## config.mk

```make
export PLATFORM = sky130hd
export DESIGN_NAME = bus_arbiter
export DESIGN_NICKNAME = d
export VERILOG_FILES = /design/src/rtl/bus_arbiter.sv
export SDC_FILE = /design/constraint.sdc
export NUM_CORES = 1
export LEC_CHECK = 0
export ABC_CLOCK_PERIOD_IN_PS = 5000
export CAP_MARGIN = 0
export CORE_ASPECT_RATIO = 0.8
export CORE_UTILIZATION = 35
export DETAILED_ROUTE_END_ITERATION = 7
export PLACE_DENSITY = 0.86
export SKIP_LAST_GASP = 1
export SLEW_MARGIN = 0
export SYNTH_ARGS = -nofsm -noshare
export SYNTH_HDL_FRONTEND = slang
export SYNTH_SLANG_ARGS = --single-unit
```

## constraint.sdc

```tcl
create_clock -name i_clk -period 5 [get_ports i_clk]
set_input_delay 1 -clock i_clk [delete_from_list [all_inputs] [get_ports i_clk]]
set_output_delay 1 -clock i_clk [all_outputs]
set_load 0.05 [all_outputs]
```

## src/rtl/bus_arbiter.sv

```systemverilog
// Three-master arbiter for a shared 16-bit-address / 8-bit-data memory bus with a wait timeout.
// Fixed priority m0 > m1 > m2 by default; define BUS_ARBITER_RR_EN for round-robin arbitration.
module bus_arbiter #(
    parameter int unsigned TIMEOUT = 255
) (
    input  logic        i_clk,
    input  logic        i_reset_n,

    input  logic        i_m0_cs,
    input  logic        i_m0_we,
    input  logic [15:0] i_m0_addr,
    input  logic [7:0]  i_m0_dat,
    output logic        o_m0_ack,
    output logic        o_m0_err,

    input  logic        i_m1_cs,
    input  logic        i_m1_we,
    input  logic [15:0] i_m1_addr,
    input  logic [7:0]  i_m1_dat,
    output logic        o_m1_ack,
    output logic        o_m1_err,

    input  logic        i_m2_cs,
    input  logic        i_m2_we,
    input  logic [15:0] i_m2_addr,
    input  logic [7:0]  i_m2_dat,
    output logic        o_m2_ack,
    output logic        o_m2_err,

    output logic        o_cs,
    output logic        o_we,
    output logic [15:0] o_addr,
    output logic [7:0]  o_dat,
    input  logic        i_ack,
    input  logic [7:0]  i_dat,
    output logic [7:0]  o_rdat,
    output logic [2:0]  o_gnt
);

    localparam int unsigned NM = 3;
    localparam int unsigned AW = 16;
    localparam int unsigned DW = 8;
    localparam int unsigned CW = 16;

    typedef enum logic {
        IDLE = 1'b0,
        BUSY = 1'b1
    } state_e;

    typedef struct packed {
        logic          we;
        logic [AW-1:0] addr;
        logic [DW-1:0] dat;
    } req_t;

    state_e        state_q, state_d;
    logic [NM-1:0] gnt_q, gnt_d;
    logic [CW-1:0] cnt_q, cnt_d;
    logic [NM-1:0] cs_vec_c;
    logic [NM-1:0] win_c;
    logic          gnt_cs_c;
    logic          timeout_c;
    req_t          req_c [NM];
    req_t          sel_c;

    assign cs_vec_c = {i_m2_cs, i_m1_cs, i_m0_cs};
    assign req_c[0] = {i_m0_we, i_m0_addr, i_m0_dat};
    assign req_c[1] = {i_m1_we, i_m1_addr, i_m1_dat};
    assign req_c[2] = {i_m2_we, i_m2_addr, i_m2_dat};

    assign gnt_cs_c  = |(gnt_q & cs_vec_c);
    // A simultaneous i_ack always beats the timeout.
    assign timeout_c = (state_q == BUSY) && gnt_cs_c && !i_ack && (cnt_q == CW'(TIMEOUT));

`ifdef BUS_ARBITER_RR_EN
    logic [1:0] last_q, last_d;

    // Round-robin: search starts at the master after the last one granted.
    always_comb begin
        win_c = '0;
        case (last_q)
            2'd0: begin
                if      (cs_vec_c[1]) win_c = 3'b010;
                else if (cs_vec_c[2]) win_c = 3'b100;
                else if (cs_vec_c[0]) win_c = 3'b001;
            end
            2'd1: begin
                if      (cs_vec_c[2]) win_c = 3'b100;
                else if (cs_vec_c[0]) win_c = 3'b001;
                else if (cs_vec_c[1]) win_c = 3'b010;
            end
            default: begin
                if      (cs_vec_c[0]) win_c = 3'b001;
                else if (cs_vec_c[1]) win_c = 3'b010;
                else if (cs_vec_c[2]) win_c = 3'b100;
            end
        endcase
    end

    always_comb begin
        last_d = last_q;
        if (state_q == IDLE && |cs_vec_c) begin
            case (win_c)
                3'b010:  last_d = 2'd1;
                3'b100:  last_d = 2'd2;
                default: last_d = 2'd0;
            endcase
        end
    end

    // Resets to m2 so that m0 is searched first.
    always_ff @(posedge i_clk or negedge i_reset_n) begin
        if (!i_reset_n) last_q <= 2'd2;
        else            last_q <= last_d;
    end
`else
    always_comb begin
        win_c = '0;
        if      (cs_vec_c[0]) win_c = 3'b001;
        else if (cs_vec_c[1]) win_c = 3'b010;
        else if (cs_vec_c[2]) win_c = 3'b100;
    end
`endif

    // Next-state: grant is held for the whole BUSY phase, wait counter tracks unacked cycles.
    always_comb begin
        state_d = state_q;
        gnt_d   = gnt_q;
        cnt_d   = cnt_q;
        case (state_q)
            IDLE: begin
                cnt_d = '0;
                if (|cs_vec_c) begin
                    gnt_d   = win_c;
                    state_d = BUSY;
                end else begin
                    gnt_d = '0;
                end
            end
            BUSY: begin
                if (!gnt_cs_c) begin
                    state_d = IDLE;
                    gnt_d   = '0;
                    cnt_d   = '0;
                end else if (i_ack || timeout_c) begin
                    cnt_d = '0;
                end else begin
                    cnt_d = cnt_q + CW'(1);
                end
            end
            default: begin
                state_d = IDLE;
                gnt_d   = '0;
                cnt_d   = '0;
            end
        endcase
    end

    always_ff @(posedge i_clk or negedge i_reset_n) begin
        if (!i_reset_n) begin
            state_q <= IDLE;
            gnt_q   <= '0;
            cnt_q   <= '0;
        end else begin
            state_q <= state_d;
            gnt_q   <= gnt_d;
            cnt_q   <= cnt_d;
        end
    end

    // Bus mux: grant is zero outside BUSY, so everything reads as zero in IDLE and reset.
    always_comb begin
        sel_c = '0;
        case (gnt_q)
            3'b001:  sel_c = req_c[0];
            3'b010:  sel_c = req_c[1];
            3'b100:  sel_c = req_c[2];
            default: sel_c = '0;
        endcase
    end

    assign o_cs   = (state_q == BUSY) && gnt_cs_c && !timeout_c;
    assign o_we   = sel_c.we;
    assign o_addr = sel_c.addr;
    assign o_dat  = sel_c.dat;
    assign o_rdat = timeout_c ? 8'hFF : i_dat;
    assign o_gnt  = gnt_q;

    assign o_m0_ack = gnt_q[0] && i_m0_cs && (i_ack || timeout_c);
    assign o_m1_ack = gnt_q[1] && i_m1_cs && (i_ack || timeout_c);
    assign o_m2_ack = gnt_q[2] && i_m2_cs && (i_ack || timeout_c);
    assign o_m0_err = gnt_q[0] && timeout_c;
    assign o_m1_err = gnt_q[1] && timeout_c;
    assign o_m2_err = gnt_q[2] && timeout_c;

endmodule

```

Word level (Yosys, flattened, before mapping). Cells that the tools add are included.

Bits in read-only memories: 0. Memory bits (writable): 0. Latch bits: 0. Register bits: 20. Output and inout bits: 43. Logic and storage cells: 43. Memories kept: 0.

Divide/modulo/power cells: 0. Shift operators: 0. $mul: 0. Multiplexer cells: 14. Equality and inequality tests: 5. Bitwise operators: 2. Add/sub/neg operators: 1. Order comparisons: 0. Reductions and logical operators: 18.

Operators by type and width (count): 25-bit one-hot mux with 3 select lines (1); 16-bit two-way mux (2); 16-bit one-hot mux with 2 select lines (1); 16-bit by 1-bit adder with 16-bit output, second input constant (1); 16-bit by 8-bit == test with 1-bit output, second input constant (1); 3-bit two-way mux (5); 1-bit logical AND (13); 8-bit two-way mux (1); 3-bit one-hot mux with 2 select lines (1); 3-bit OR reduction (2); 3-bit AND (1); 3-bit by 1-bit == test with 1-bit output, second input constant (1); 3-bit by 2-bit == test with 1-bit output, second input constant (1); 3-bit == test, second input constant (1); 1-bit zero test (2); 1-bit two-way mux (2); 2-bit != test, second input constant (1); 1-bit one-hot mux with 2 select lines (1); 1-bit logical OR (1); 1-bit inverter (1).

Depth between registers and ports, before layout.
Depth after elaboration: 9. Gate-level depth with buffers: 6. Depth with buffers taken out: 5.

Least setup slack after synthesis. Ideal clock, no wire load.

Path kind: register -> output. Start: register gnt_q[1], in the netlist o_gnt[1]. End: output port o_addr[0]. Arrival: 2.641 ns. Data required time: 4.000 ns. Stages on the path, launching flop included: 6. Setup slack: 1.359 ns. Cells stage by stage: dfrtp_1 > nor2b_1 > clkbuf_1 > clkbuf_1 > a22oi_1 > o21ai_0.

Word-level cells in the longest chain between the ends: 2.

Ends and longest elaborated chain: from (decl) (line 57) `logic [NM-1:0] gnt_q, gnt_d;`; from (signal assigned) (line 166) `gnt_q <= gnt_d;`; 3-bit == test, or another cell as far along (line 174) `case (gnt_q)`; 25-bit one-hot mux with 3 select lines * (line 174); to (decl) (line 32) `output logic [15:0] o_addr,`.

Every way passes the cells marked *; elsewhere a longest branch is shown, timed or not.

Worst setup path in the final report.
Start: input port i_ack. End: output port o_m1_ack.

Word-level cells in the longest chain between the ends: 5.

Ends and longest elaborated chain: from (decl) (line 34) `input logic i_ack,`; 1-bit zero test (line 73) `assign timeout_c = (state_q == BUSY) && gnt_cs_c && !i_ack && (cnt_q == CW'(TIMEOUT));`; 1-bit logical AND (2 in series) (line 73); 1-bit logical OR * (line 190) `assign o_m1_ack = gnt_q[1] && i_m1_cs && (i_ack || timeout_c);`; 1-bit logical AND * (line 190); to (decl) (line 20) `output logic o_m1_ack,`.

Marks and branches as above.

==> results.py <==
metrics = {
    "routing": {
        "wl_per_cell_microns": 15.8,
        "vias_per_cell": 5.21,
        "dr.pass1.iters": 5,
        "wl_microns": 6180,
        "drtIter0Drc": 193,
        "drc": 0,
        "vias": 2042,
        "drtAntennaViolNets": 0,
    },
    "synthesis": {
        "synth_compound_area_share_pct": 25.9,
        "synth_top_family_by_area": "simple AND/OR/NAND/NOR gates",
        "ys_seq_area_share_pct": 31.6,
        "synth_xor_area_share_pct": 6.63,
        "ys_seq_elements": 20,
        "yosys.area_share.simple_pct": 30.5,
        "synth.avg_cell_area_sq_um": 7.62,
        "synth_area_sq_um": 1590,
        "yosysWarningCount": 0,
        "synth_nets": 298,
        "synth-adder-area-share_pct": 0.789,
        "synthMuxAreaShare_pct": 0,
        "synth.distinct_cells": 36,
        "syn-instance-count": 208,
    },
    "pwr": {
        "p_switching_uw": 505,
        "seqPwrFrac_pct": 19.8,
        "leakage_uw": 0.00115,
        "internal_power_uw": 491,
        "peakVddDrop_v": 0.000243,
        "power_frac_comb_pct": 67.9,
        "swShare_pct": 50.7,
        "clkPwrFrac_pct": 12.3,
        "fin_total_pwr_uw": 996,
        "p_per_area_nw_per_um2": 331,
    },
    "sta": {
        "setup_tns_ns": 0,
        "finalMaxSlewViolations": 0,
        "hold_viol": 0,
        "rsz0062_at_grt": "false",
        "max_slew_margin_pct": 28.0,
        "final.min_clock_period_ns": 4.36,
        "finalSetupViolations": 0,
        "finClkSkew_ns": 0.00548,
        "fmax_ghz": 0.230,
        "whs_ns": 0.460,
        "worstMarginPinSlew_ns": 1.07,
        "min_period_over_period_pct": 87.1,
    },
    "floorplan": {
        "core_sq_um": 4260,
        "start_util_pct": 37.2,
        "io_pins": 132,
        "dieArea_sq_um": 4800,
        "row_count": 21,
        "die_h_microns": 62.2,
        "die_w_microns": 77.2,
    },
    "run": {
        "maxCapViolations": 0,
    },
    "grt": {
        "grtUsageTotal_pct": 26.0,
        "grt_max_degree": 32,
        "antenna_found_initial": 0,
        "grt_pass1_vias": 1964,
        "grt_overflow_total": 0,
        "grt_pass1_wl_microns": 10000,
    },
    "critical_path": {
        "path_common_cell": "clkdlybuf4s50_1",
        "start_kind": "input port",
        "end_kind": "output pin",
        "crit_arrival_ns": 3.36,
        "crit_fanout": 14,
        "slowest_stage": "clkdlybuf4s50_1",
        "required_ns": 4.00,
        "crit_family": "buffers and inverters",
        "max_stage_delay_ns": 0.80,
        "crit_buf_inv": 3,
        "critPathKind": "input port to output pin",
        "cp_cell_sequence": "clkdlybuf4s50_1 -> nor4_1 -> nand2_1 -> nor4_2 -> buf_4 -> o211a_1 -> clkdlybuf4s50_1",
    },
    "clock_tree": {
        "cts-buffers-inserted": 3,
        "clk_pin_slew_ns": 0.07,
        "cts_hold_buffers": 0,
        "clk_latency_ns": 0.26,
        "htreeDepth": 1,
        "cts_buffer_depth": 2,
        "cts.sinks": 20,
        "post_cts_resized": 0,
        "cts_tree": "yes",
        "post_cts_buffers": 0,
        "cts_root_buffer": "clkbuf_8",
    },
    "final_layout": {
        "fillers": 346,
        "final_nets": 426,
        "area_growth_pct": 89.7,
        "drive_above_1_share_pct": 6.27,
        "n_antenna_cell": 0,
        "finalCoreUtilization_pct": 70.7,
    },
    "place": {
        "dpl.hpwl_microns": 4710,
        "globalplace.congestion": 0.842,
        "port_buffers": 131,
    },
    "min_path": {
        "min_path_type": "flop to flop",
    },
    "run_status": {
        "status": "finished, final reports clean",
    },
}
## path summary, 6_finish.rpt
check                               start        end  slack (ns)  cells past startpoint
worst max-delay path                i_ack   o_m1_ack        0.64                      7
max in group asynchronous       i_reset_n  cnt_q[15]        3.21                      1
min in group asynchronous       i_reset_n   cnt_q[7]        1.24                      1
worst min-delay path             cnt_q[0]   cnt_q[0]        0.46                      1
worst min register to register   cnt_q[0]   cnt_q[0]        0.46                      1
worst max register to register   cnt_q[0]   cnt_q[3]        2.69                      5
## per-stage QoR
step,instances,setup slack (ns),cell area [sq um]
after floorplan,208,1.36,1590
after global placement,388,0.726,2950
after detailed placement,388,0.658,2950
after CTS,392,0.648,3010
after global routing,392,0.471,3010
final,392,0.644,3010
## cells in the final DEF, fill, tap and decap left out
cell / netlist / final
clkdlybuf4s50_1: 0 / 130
nand2_1: 35 / 35
o21ai_0: 27 / 27
a22oi_1: 25 / 25
dfrtp_1: 20 / 20
nor2_1: 17 / 17
buf_4: 0 / 8
xor2_1: 7 / 7
nand3_1: 6 / 6
xnor2_1: 5 / 5
nor3_1: 4 / 4
or2_1: 4 / 4
or2_2: 4 / 4
clkbuf_8: 0 / 4
nor4_1: 3 / 3
nand4_1: 3 / 3
and3_1: 3 / 3
a21oi_1: 3 / 3
o211a_1: 3 / 3
and2_1: 3 / 3
nor2b_1: 2 / 2
or3_1: 2 / 2
nor3b_1: 2 / 2
inv_1: 2 / 2
o22ai_1: 2 / 2
or4bb_1: 1 / 1
nor3b_2: 1 / 1
nand4_2: 1 / 1
or2_4: 1 / 1
a222oi_1: 1 / 1
o31ai_2: 1 / 1
and4_1: 1 / 1
nor4_2: 1 / 1
o31ai_1: 1 / 1
or4_1: 1 / 1
ha_1: 1 / 1
## sequential cells by signal, indices dropped and copies added (netlist names)
name	cells
cnt_q	16
o_gnt	3
state_q	1
## cell families (layout without fill, tap and decap cells)
group           Yosys count  in the layout
simple gates             95             95
compound gates           63             63
flops                    20             20
fa+ha+maj                 1              1
xor+xnor                 12             12
buf+inv                  17            144
## worst reg2reg max path: cells and delay by family, from the launching register on
family,cells,cell delay (ns)
fa+ha+maj,1,0.24
compound gates,1,0.89
simple gates,3,0.65
flops,1,0.37
## routing by layer
metal / GRT usage, % / vias to the layer above / wire, microns
li1: - / 1003 / -
met1: 33.5 / 930 / 2540
met2: 42.8 / 95 / 3070
met3: 6.32 / 14 / 407
met4: 8.02 / 0 / 164
met5: 0 / - / 0
## layout make-up
cell class,count,area (sq um),share of cell area (%)
clock buffer,4,55.1,1.83
multi-input combinational,171,1010,33.7
tap,57,71.3,2.37
timing repair buffer,138,1360,45.3
inverter,2,7.51,0.250
sequential,20,500,16.6
## Yosys cell counts
master / n / area, sq um
or2_2: 4 / 25.0
dfrtp_1: 20 / 500
or4bb_1: 1 / 11.3
or2_1: 4 / 25.0
a222oi_1: 1 / 10.0
a21oi_1: 3 / 15.0
ha_1: 1 / 12.5
o22ai_1: 2 / 12.5
o21ai_0: 27 / 135
a22oi_1: 25 / 188
or3_1: 2 / 12.5
and2_1: 3 / 18.8
nand4_1: 3 / 18.8
nand4_2: 1 / 12.5
nor2b_1: 2 / 12.5
or4_1: 1 / 7.51
or2_4: 1 / 8.76
nor3b_2: 1 / 12.5
o31ai_2: 1 / 12.5
o211a_1: 3 / 30.0
buf_2: 1 / 5.00
nor4_1: 3 / 18.8
nand3_1: 6 / 30.0
xnor2_1: 5 / 43.8
o31ai_1: 1 / 7.51
buf_6: 1 / 11.3
nor3b_1: 2 / 15.0
nor2_1: 17 / 63.8
xor2_1: 7 / 61.3
and4_1: 1 / 8.76
clkbuf_1: 13 / 48.8
nor3_1: 4 / 20.0
nor4_2: 1 / 12.5
inv_1: 2 / 7.51
nand2_1: 35 / 131
and3_1: 3 / 18.8
## power groups by stage
stage	logic, uW	clock network, uW	registers [uW]
2_1_floorplan	401	0	205
3_3_place_gp	669	0	199
3_5_place_dp	673	0	200
4_1_cts	676	125	197
5_1_grt	712	133	201
6_report	676	122	198
(Power assumes the default switching activity.)
